## config.mk

```make
export PLATFORM = sky130hd
export DESIGN_NAME = rv32_issue_flat
export DESIGN_NICKNAME = d
export VERILOG_FILES = /design/src/rtl/rv32_issue_if.sv /design/src/rtl/rv32_issue.sv /design/src/flat_wrapper.sv
export SDC_FILE = /design/constraint.sdc
export NUM_CORES = 2
export LEC_CHECK = 0
export BUFFER_PORTS_ARGS = -buffer_cell sky130_fd_sc_hd__buf_2
export CORE_ASPECT_RATIO = 0.8
export CORE_MARGIN = 2
export CORE_UTILIZATION = 57
export CTS_BUF_LIST = sky130_fd_sc_hd__clkbuf_8 sky130_fd_sc_hd__clkbuf_16
export DETAILED_ROUTE_END_ITERATION = 6
export PLACE_DENSITY = 0.77
export REMOVE_ABC_BUFFERS = 1
export SLEW_MARGIN = 25
export SYNTH_ARGS = -nofsm -noshare
export SYNTH_HDL_FRONTEND = slang
export SYNTH_SLANG_ARGS = --single-unit
```

## constraint.sdc

```tcl
create_clock -name clk -period 3.2 [get_ports clk]
set_input_delay 0.64 -clock clk [delete_from_list [all_inputs] [get_ports clk]]
set_output_delay 0.64 -clock clk [all_outputs]
set_load 0.1 [all_outputs]
```

## src/rtl/rv32_issue_if.sv

```systemverilog
// Handshake and data signals between fetch, the rv32_issue stage, execute and writeback.
// The stage connects through the slave modport; the driving environment uses master.
interface rv32_issue_if;
  logic        in_valid;
  logic        in_ready;
  logic [31:0] in_instr;
  logic [31:0] in_pc;
  logic        out_valid;
  logic        out_ready;
  logic [31:0] out_in1;
  logic [31:0] out_in2;
  logic [4:0]  out_shamt;
  logic        out_use_shamt;
  logic [2:0]  out_funct3;
  logic [6:0]  out_funct7;
  logic [4:0]  out_rd;
  logic        out_illegal;
  logic        wb_valid;
  logic [4:0]  wb_rd;
  logic [31:0] wb_data;
  logic        flush;

  modport master (
    output in_valid, in_instr, in_pc, out_ready, wb_valid, wb_rd, wb_data, flush,
    input  in_ready, out_valid, out_in1, out_in2, out_shamt, out_use_shamt,
           out_funct3, out_funct7, out_rd, out_illegal
  );

  modport slave (
    input  in_valid, in_instr, in_pc, out_ready, wb_valid, wb_rd, wb_data, flush,
    output in_ready, out_valid, out_in1, out_in2, out_shamt, out_use_shamt,
           out_funct3, out_funct7, out_rd, out_illegal
  );
endinterface

```

## src/rtl/rv32_issue.sv

```systemverilog
// RV32I decode/issue stage (OP, OP-IMM, LUI, AUIPC) with regfile and scoreboard; 1-cycle latency, stalls on busy output or hazard.
// Define RV32_WB_BYPASS_EN to forward writeback data into operands and the hazard check in the writeback cycle.
module rv32_issue #(
  parameter bit REGFILE_RESET = 1'b1
) (
  input  logic         clk,
  input  logic         rst_n,
  rv32_issue_if.slave  bus
);

`ifdef RV32_WB_BYPASS_EN
  localparam bit BYPASS = 1'b1;
`else
  localparam bit BYPASS = 1'b0;
`endif

  localparam logic [6:0] OPC_OP    = 7'b0110011;
  localparam logic [6:0] OPC_OPIMM = 7'b0010011;
  localparam logic [6:0] OPC_LUI   = 7'b0110111;
  localparam logic [6:0] OPC_AUIPC = 7'b0010111;
  localparam logic [6:0] F7_ZERO   = 7'b0000000;
  localparam logic [6:0] F7_ALT    = 7'b0100000;

  logic [6:0]  opcode;
  logic [4:0]  rd_f;
  logic [2:0]  funct3_f;
  logic [4:0]  rs1_f;
  logic [4:0]  rs2_f;
  logic [6:0]  funct7_f;
  logic [31:0] imm_i;
  logic [31:0] imm_u;

  assign opcode   = bus.in_instr[6:0];
  assign rd_f     = bus.in_instr[11:7];
  assign funct3_f = bus.in_instr[14:12];
  assign rs1_f    = bus.in_instr[19:15];
  assign rs2_f    = bus.in_instr[24:20];
  assign funct7_f = bus.in_instr[31:25];
  assign imm_i    = {{20{bus.in_instr[31]}}, bus.in_instr[31:20]};
  assign imm_u    = {bus.in_instr[31:12], 12'b0};

  logic [31:0] rf_q [0:31];
  logic [31:0] sb_q, sb_d;

  logic        out_valid_q, out_valid_d;
  logic [31:0] out_in1_q, out_in2_q;
  logic [4:0]  out_shamt_q;
  logic        out_use_shamt_q;
  logic [2:0]  out_funct3_q;
  logic [6:0]  out_funct7_q;
  logic [4:0]  out_rd_q;
  logic        out_illegal_q;

  logic        rf_we;
  logic [31:0] bypass_mask;
  logic [31:0] pend_eff;
  logic [31:0] rs1_val, rs2_val;

  assign rf_we       = bus.wb_valid && (bus.wb_rd != 5'd0);
  assign bypass_mask = (BYPASS && bus.wb_valid) ? (32'd1 << bus.wb_rd) : 32'd0;
  assign pend_eff    = sb_q & ~bypass_mask;

  always_comb begin
    rs1_val = 32'd0;
    rs2_val = 32'd0;
    if (rs1_f != 5'd0) begin
      if (BYPASS && bus.wb_valid && (bus.wb_rd == rs1_f)) rs1_val = bus.wb_data;
      else                                                rs1_val = rf_q[rs1_f];
    end
    if (rs2_f != 5'd0) begin
      if (BYPASS && bus.wb_valid && (bus.wb_rd == rs2_f)) rs2_val = bus.wb_data;
      else                                                rs2_val = rf_q[rs2_f];
    end
  end

  logic        dec_illegal;
  logic [31:0] dec_in1, dec_in2;
  logic [4:0]  dec_shamt;
  logic        dec_use_shamt;
  logic [2:0]  dec_funct3;
  logic [6:0]  dec_funct7;
  logic [4:0]  dec_rd;
  logic        use_rs1, use_rs2;

  always_comb begin
    dec_illegal   = 1'b0;
    dec_in1       = 32'd0;
    dec_in2       = 32'd0;
    dec_shamt     = 5'd0;
    dec_use_shamt = 1'b0;
    dec_funct3    = 3'd0;
    dec_funct7    = F7_ZERO;
    dec_rd        = 5'd0;
    use_rs1       = 1'b0;
    use_rs2       = 1'b0;
    case (opcode)
      OPC_OP: begin
        use_rs1    = 1'b1;
        use_rs2    = 1'b1;
        dec_in1    = rs1_val;
        dec_in2    = rs2_val;
        dec_funct3 = funct3_f;
        dec_funct7 = funct7_f;
        dec_rd     = rd_f;
        dec_illegal = !((funct7_f == F7_ZERO) ||
                        ((funct7_f == F7_ALT) && ((funct3_f == 3'b000) || (funct3_f == 3'b101))));
      end
      OPC_OPIMM: begin
        use_rs1    = 1'b1;
        dec_in1    = rs1_val;
        dec_in2    = imm_i;
        dec_funct3 = funct3_f;
        dec_rd     = rd_f;
        if (funct3_f == 3'b001) begin
          dec_use_shamt = 1'b1;
          dec_shamt     = bus.in_instr[24:20];
          dec_illegal   = (funct7_f != F7_ZERO);
        end else if (funct3_f == 3'b101) begin
          dec_use_shamt = 1'b1;
          dec_shamt     = bus.in_instr[24:20];
          if (funct7_f == F7_ALT)       dec_funct7  = F7_ALT;
          else if (funct7_f != F7_ZERO) dec_illegal = 1'b1;
        end
      end
      OPC_LUI: begin
        dec_in2 = imm_u;
        dec_rd  = rd_f;
      end
      OPC_AUIPC: begin
        dec_in1 = bus.in_pc;
        dec_in2 = imm_u;
        dec_rd  = rd_f;
      end
      default: dec_illegal = 1'b1;
    endcase
    // Illegal operations carry no operands, no destination and no source dependencies.
    if (dec_illegal) begin
      dec_in1       = 32'd0;
      dec_in2       = 32'd0;
      dec_shamt     = 5'd0;
      dec_use_shamt = 1'b0;
      dec_funct3    = 3'd0;
      dec_funct7    = F7_ZERO;
      dec_rd        = 5'd0;
      use_rs1       = 1'b0;
      use_rs2       = 1'b0;
    end
  end

  logic hazard;
  logic slot_free;
  logic accept;

  assign hazard    = (use_rs1 && pend_eff[rs1_f]) ||
                     (use_rs2 && pend_eff[rs2_f]) ||
                     pend_eff[dec_rd];
  assign slot_free = !out_valid_q || bus.out_ready;
  assign bus.in_ready = rst_n && slot_free && !hazard && !bus.flush;
  assign accept    = bus.in_valid && bus.in_ready;

  always_comb begin
    sb_d = sb_q;
    if (bus.wb_valid)               sb_d[bus.wb_rd] = 1'b0;
    if (bus.flush && out_valid_q)   sb_d[out_rd_q]  = 1'b0;
    if (accept && (dec_rd != 5'd0)) sb_d[dec_rd]    = 1'b1;
    sb_d[0] = 1'b0;
  end

  always_comb begin
    out_valid_d = out_valid_q;
    if (bus.flush)          out_valid_d = 1'b0;
    else if (accept)        out_valid_d = 1'b1;
    else if (bus.out_ready) out_valid_d = 1'b0;
  end

  always_ff @(posedge clk or negedge rst_n) begin
    if (!rst_n) begin
      sb_q            <= 32'd0;
      out_valid_q     <= 1'b0;
      out_in1_q       <= 32'd0;
      out_in2_q       <= 32'd0;
      out_shamt_q     <= 5'd0;
      out_use_shamt_q <= 1'b0;
      out_funct3_q    <= 3'd0;
      out_funct7_q    <= 7'd0;
      out_rd_q        <= 5'd0;
      out_illegal_q   <= 1'b0;
    end else begin
      sb_q        <= sb_d;
      out_valid_q <= out_valid_d;
      if (accept) begin
        out_in1_q       <= dec_in1;
        out_in2_q       <= dec_in2;
        out_shamt_q     <= dec_shamt;
        out_use_shamt_q <= dec_use_shamt;
        out_funct3_q    <= dec_funct3;
        out_funct7_q    <= dec_funct7;
        out_rd_q        <= dec_rd;
        out_illegal_q   <= dec_illegal;
      end
    end
  end

  generate
    if (REGFILE_RESET) begin : g_rf_reset
      always_ff @(posedge clk or negedge rst_n) begin
        if (!rst_n) begin
          for (int i = 0; i < 32; i++) rf_q[i] <= 32'd0;
        end else if (rf_we) begin
          rf_q[bus.wb_rd] <= bus.wb_data;
        end
      end
    end else begin : g_rf_noreset
      always_ff @(posedge clk) begin
        if (rf_we) rf_q[bus.wb_rd] <= bus.wb_data;
      end
    end
  endgenerate

  assign bus.out_valid     = out_valid_q;
  assign bus.out_in1       = out_in1_q;
  assign bus.out_in2       = out_in2_q;
  assign bus.out_shamt     = out_shamt_q;
  assign bus.out_use_shamt = out_use_shamt_q;
  assign bus.out_funct3    = out_funct3_q;
  assign bus.out_funct7    = out_funct7_q;
  assign bus.out_rd        = out_rd_q;
  assign bus.out_illegal   = out_illegal_q;

endmodule
```

## src/flat_wrapper.sv

```systemverilog
// flat-port wrapper written by rule: the top's interface ports become plain ports
module rv32_issue_flat 
#(
  parameter bit REGFILE_RESET = 1'b1
)
  (clk, rst_n, bus_in_valid, bus_in_instr, bus_in_pc, bus_out_ready, bus_wb_valid, bus_wb_rd, bus_wb_data, bus_flush, bus_in_ready, bus_out_valid, bus_out_in1, bus_out_in2, bus_out_shamt, bus_out_use_shamt, bus_out_funct3, bus_out_funct7, bus_out_rd, bus_out_illegal);
  rv32_issue_if bus_i ();
  input  logic clk;
  input  logic rst_n;
  input wire logic [$bits(bus_i.in_valid)-1:0] bus_in_valid;
  input wire logic [$bits(bus_i.in_instr)-1:0] bus_in_instr;
  input wire logic [$bits(bus_i.in_pc)-1:0] bus_in_pc;
  input wire logic [$bits(bus_i.out_ready)-1:0] bus_out_ready;
  input wire logic [$bits(bus_i.wb_valid)-1:0] bus_wb_valid;
  input wire logic [$bits(bus_i.wb_rd)-1:0] bus_wb_rd;
  input wire logic [$bits(bus_i.wb_data)-1:0] bus_wb_data;
  input wire logic [$bits(bus_i.flush)-1:0] bus_flush;
  output wire logic [$bits(bus_i.in_ready)-1:0] bus_in_ready;
  output wire logic [$bits(bus_i.out_valid)-1:0] bus_out_valid;
  output wire logic [$bits(bus_i.out_in1)-1:0] bus_out_in1;
  output wire logic [$bits(bus_i.out_in2)-1:0] bus_out_in2;
  output wire logic [$bits(bus_i.out_shamt)-1:0] bus_out_shamt;
  output wire logic [$bits(bus_i.out_use_shamt)-1:0] bus_out_use_shamt;
  output wire logic [$bits(bus_i.out_funct3)-1:0] bus_out_funct3;
  output wire logic [$bits(bus_i.out_funct7)-1:0] bus_out_funct7;
  output wire logic [$bits(bus_i.out_rd)-1:0] bus_out_rd;
  output wire logic [$bits(bus_i.out_illegal)-1:0] bus_out_illegal;
  assign bus_i.in_valid = bus_in_valid;
  assign bus_i.in_instr = bus_in_instr;
  assign bus_i.in_pc = bus_in_pc;
  assign bus_i.out_ready = bus_out_ready;
  assign bus_i.wb_valid = bus_wb_valid;
  assign bus_i.wb_rd = bus_wb_rd;
  assign bus_i.wb_data = bus_wb_data;
  assign bus_i.flush = bus_flush;
  assign bus_in_ready = bus_i.in_ready;
  assign bus_out_valid = bus_i.out_valid;
  assign bus_out_in1 = bus_i.out_in1;
  assign bus_out_in2 = bus_i.out_in2;
  assign bus_out_shamt = bus_i.out_shamt;
  assign bus_out_use_shamt = bus_i.out_use_shamt;
  assign bus_out_funct3 = bus_i.out_funct3;
  assign bus_out_funct7 = bus_i.out_funct7;
  assign bus_out_rd = bus_i.out_rd;
  assign bus_out_illegal = bus_i.out_illegal;
  rv32_issue #(.REGFILE_RESET(REGFILE_RESET)) u_core (.clk(clk), .rst_n(rst_n), .bus(bus_i));
endmodule
```

Word level (Yosys, flattened, before mapping):

Index checks and enable logic that the tools add are counted.

* input bits: 107
* logic and storage cells: 162
* bits in registers: 1142

* mux-type cells: 59
* bitwise gates (word level): 8
* equal/unequal tests: 7
* reduce and logical (&&, ||, !) cells: 34
* order comparisons: 12

Operator list (number)
* $bwmux 1024: 1
* $mux 32: 12
* $bmux 32 s5: 2
* $demux 32 s5: 1
* $pmux 32 s3: 1
* $and 32x32->32: 2
* $not 32->32: 2
* $pmux 32 s2: 1
* $or 32x32->32: 1
* $lt 5x6->1 const B: 5
* $mux 5: 6
* $eq 7x6->1 const B: 3
* $mux 1: 21
* $mux 7: 3
* $reduce_bool 5->1: 4
* $ge 6x6->1 const B: 3
* $not 5->6: 3
* $bmux 1 s5: 3
* $demux 1 s5: 3
* $ge 5x1->1 const B: 3
* $eq 7x5->1 const B: 2
* $logic_and 1x1->1: 14
* $pmux 7 s2: 1
* $logic_not 7->1: 1
* other kinds (13): 22

Longest topological paths before layout:

* word-level depth: 16
* gate-level depth with buffers: 12

Worst setup path after synthesis:

No wires, ideal clock.

* path kind: input port to output port
* start: input bus_in_instr[20]
* end: output bus_in_ready
* stages on the path: 8
* buffers on the path: 1
* slack: -0.636 ns
* arrival time: 3.196 ns
* cells stage by stage: buf_2 -> mux4_2 -> or4b_1 -> o211ai_1 -> a311oi_1 -> o31a_1 -> a21oi_1 -> o311a_1

* word-level cells in the longest chain between the ends: 8

RTL lines
* start, declared: line flat_wrapper.sv:11 `input wire logic [$bits(bus_i.in_instr)-1:0] bus_in_instr;`
* $bmux 1 s5: line rv32_issue.sv:155 `(use_rs2 && pend_eff[rs2_f]) ||`
* $mux 1 (not written as such): line rv32_issue.sv:155
* $logic_and 1x1->1: line rv32_issue.sv:155
* $logic_or 1x1->1: line rv32_issue.sv:154 `assign hazard = (use_rs1 && pend_eff[rs1_f]) ||`
* $logic_or 1x1->1: line rv32_issue.sv:155
* $logic_not 1->1: line rv32_issue.sv:158 `assign bus.in_ready = rst_n && slot_free && !hazard && !bus.flush;`
* $logic_and 1x1->1 (2 in series): line rv32_issue.sv:158
* end, declared: line flat_wrapper.sv:18 `output wire logic [$bits(bus_i.in_ready)-1:0] bus_in_ready;`

No other way between the ends. The select of a mux whose other input is x is not followed.

Worst setup path after layout:

* start: register u_core.sb_q[7] (netlist: u_core.pend_eff[7])
* end: output bus_in_ready

* word-level cells in the longest chain between the ends: 8
* elaborated cells between the ends (all ways): 13
* classes of those cells: mux: 6; reduce/logical: 7

RTL lines
* start, declared: line rv32_issue.sv:43 `logic [31:0] sb_q, sb_d;`
* start signal, assigned: line rv32_issue.sv:178 `sb_q <= 32'd0;`
* start signal, assigned: line rv32_issue.sv:189 `sb_q <= sb_d;`
* $bmux 1 s5 (on tied branches): line rv32_issue.sv:154, rv32_issue.sv:155
* $mux 1 (on tied branches): line rv32_issue.sv:154, rv32_issue.sv:155
* $logic_and 1x1->1 (on tied branches): line rv32_issue.sv:154, rv32_issue.sv:155
* $logic_or 1x1->1: line rv32_issue.sv:154
* $logic_or 1x1->1 (*): line rv32_issue.sv:155
* $logic_not 1->1 (*): line rv32_issue.sv:158
* $logic_and 1x1->1 (*) (2 in series): line rv32_issue.sv:158

Every way passes the cells marked *; elsewhere a longest branch is shown, timed or not. The select of a mux whose other input is x is not followed.

==> metrics <==
status finished with violations; violated checks setup timing; Hold Slack 153 ps; type of the most critical hold path in2reg; largest net degree at the start of global routing 188; Clock Tree Buf Depth 3; Worst-path clk slew 70 ps; DR vias 40581; drt total wl 188000 um; Max IR drop VDD 0.436 mV; skew final 14.7 ps; Inserted Clock Buffers 113; DIE AREA 0.108 mm2; worst-margin pin slew 961 ps; CP endpoint kind output port; CP delay by family, top compound AO/OA/AOI/OAI gates; Util after Layout 0.661; DRC 0; Root Buffer clkbuf_16; Iteration-0 DRC Markers 4973; CTS tree done; critical path arrival 3120 ps; Overall Power 40.4 mW; Synth-to-Final Area Change 14.7%; initial antenna violation count 7; antenna-violating nets left 0; Synth Register Bits 1142; mean post-synth cell area 15.1 um2; Power Dens Cells 584 mW/mm2; Pleak 30.2 nW; core region area 0.105 mm2; H-tree levels 3; Mapped Area 0.0603 mm2; FFs w/ async S/R, synth 1.00; DIE HEIGHT 295 um; Port Buf Inserts 194; Final Hold Fails 0; die extent in x 368 um; Post-synth EDFFs 0; WL per Instance 33.2 um; first-pass GRT wire length 278000 um; Clock Latency Late Sink 730 ps; multi-input logic area 0.0302 mm2; CP peak stage delay 480 ps; CP Launch Type flip-flop; clock sink total 1142; all-layer global routing usage 0.350; type of the worst setup path reg2out; Fmax 266 MHz; fill count 7134; post-route minimum period 3760 ps; Worst path slowest cell mux4_2; Final setup violation count 43; setup ws final -560 ps; detailed placement HPWL 113000 um; Yosys warning total 0; Seq/Total Area, Yosys 0.474; sequential cell area 0.0286 mm2; GRT overflow 0; final net count 4276; share of post-route cells with drive strength above 1 0.561; Worst Path Max Fanout 2; Starting Density 0.576; post-synthesis cell count 3991; Period Utilization, post-route 1.18; Rows 106; gpl congestion 0.940; count of cell types in the netlist 62; worst-path cell chain mux4_2 > or4b_1 > o211ai_1 > a311oi_1 > o31a_1 > a21oi_2 > o311a_1 > buf_12; buffers and inverters on the worst path 1; Pins Over Slew Limit 0; vias in the first global route 40937; I/O pin cnt 195; unrepaired setup endpoints after global routing yes; Most used DFF post-synth dfrtp_1; Critical Path RT 2560 ps; Pre-Repair DR Iteration Count 6; maxcap violations 0; Rel. slew slack 0.360; routed vias/inst 7.16
-- per-layer routing --
metal	GRT usage	vias to the layer above	wire length, um
li1	-	15865	-
met1	0.490	21514	74000
met2	0.517	2612	84200
met3	0.0978	584	21300
met4	0.152	6	8860
met5	0	-	34
-- per-stage QoR --
stage	cell area, um2	instances	setup slack [ps]	TNS, ps
2_1_floorplan	58500	3542	-4060	-358990
3_3_place_gp	64900	5438	-375	-26680
3_5_place_dp	64900	5438	-391	-27230
4_1_cts	68800	5648	-612	-612
5_1_grt	69200	5666	-661	-6710
6_report	69200	5668	-560	-2110
-- worst reg2reg max path: stages (launching register included) --
cell and delay (ps):
dfrtp_1 400, mux4_2 480, or4b_1 470, o211ai_1 110
a311oi_1 80, o31a_1 290, buf_4 160, a211oi_4 330
buf_6 220, clkbuf_16 190, buf_4 130, mux2_1 300
-- cell usage after synthesis (all sizes together), types with 3 or more instances --
cell,instances,area share
o221ai,62,0.0090
or3,4,0.00041
a41o,4,0.00066
o31ai,6,0.00075
or2,3,0.00031
inv,17,0.0011
buf,130,0.010
o211ai,17,0.0021
a21oi,101,0.0084
nand2b,6,0.00062
mux2,1116,0.21
nand3,12,0.0010
and2,13,0.0013
nor3,10,0.00083
mux2i,117,0.019
o21ai,27,0.0022
mux4,557,0.21
a22oi,60,0.0075
nor2,54,0.0034
a221oi,34,0.0049
o221a,4,0.00075
clkbuf,319,0.020
nor2b,7,0.00073
and3,4,0.00041
nand3b,5,0.00062
nand4,3,0.00031
dfrtp,1142,0.47
nand2,117,0.0073
nor3b,6,0.00075
-- worst paths after layout --
check	slack [ps]	end	cells past startpoint	startpoint
hold / removal	150	u_core.bus.out_valid$_DFFE_PN0P_	2	bus_flush
max in group asynchronous	1170	u_core.rf_q[131]$_DFFE_PN0P_	5	rst_n
setup / recovery	-560	bus_in_ready	8	u_core.pend_eff[7]$_DFF_PN0_
min in group asynchronous	580	u_core.rf_q[362]$_DFFE_PN0P_	3	rst_n
hold reg to reg	400	u_core.rf_q[998]$_DFFE_PN0P_	0	u_core.rf_q[998]$_DFFE_PN0P_
setup reg to reg	-90	u_core.bus.out_in2[6]$_DFFE_PN0P_	11	u_core.pend_eff[7]$_DFF_PN0_
-- area by class of cell --
| type | count | share of cell area |
|---|---|---|
| Antenna cell | 5 | 0.000181 |
| Clock buffer | 133 | 0.0452 |
| Clock inverter | 72 | 0.0104 |
| Inverter | 17 | 0.000923 |
| Multi-Input combinational cell | 2383 | 0.437 |
| Sequential cell | 1142 | 0.413 |
| Tap cell | 1404 | 0.0254 |
| Timing Repair Buffer | 512 | 0.0676 |
-- sequential cells by signal (all words and copies together), names as in the netlist --
| signal | count |
|---|---|
| u_core.bus.out_use_shamt | 1 |
| u_core.bus.out_valid | 1 |
| u_core.bus.out_rd | 5 |
| u_core.bus.out_funct3 | 3 |
| u_core.bus.out_funct7 | 7 |
| u_core.bus.out_in1 | 32 |
| u_core.rf_q | 1024 |
| u_core.bus.out_in2 | 32 |
| u_core.pend_eff | 31 |
| u_core.bus.out_illegal | 1 |
| u_core.bus.out_shamt | 5 |
-- timing repair --
action	CTS	global route
pin swaps	5	5
hold buffers	1	0
resized for setup	2	44
endpoints found under the hold margin	18	0
setup buffers	4	10
cloned	0	4
endpoints found under the setup margin	1	64
-- placed cells by master (no fill, tap or decap), types with 17 or more instances in the layout --
cell type,count
nand2_1,101
mux2_1,37
buf_4,217
nor2_1,36
buf_12,87
clkbuf_16,119
o21ai_1,23
buf_2,184
a221oi_1,34
a21oi_1,100
mux2_2,1055
nor2_4,18
inv_1,38
clkinv_2,21
dfrtp_1,1142
o211ai_1,17
a22oi_1,60
mux2i_1,117
mux2_4,24
clkbuf_8,18
o221ai_1,62
mux4_2,557
-- power breakdown --
part	switching [mW]	internal, mW	leakage (nW)
clock network	5.97	7.91	1.96
registers	1.86	16.9	14.8
logic	2.90	4.84	13.5
total	10.7	29.7	30.2
-- kinds of logic (layout without fill, tap and decap cells) --
| kind of cell | Yosys count | count (layout) | synth area share |
|---|---|---|---|
| AO/OA/AOI/OAI | 337 | 337 | 0.0395 |
| buffers and inverters | 466 | 734 | 0.0309 |
| flip-flops | 1142 | 1142 | 0.474 |
| multiplexers | 1790 | 1790 | 0.436 |
| other | 0 | 5 | 0 |
| AND/OR/NAND/NOR | 256 | 256 | 0.0197 |
No activity file was read; power rests on OpenSTA's default activity.
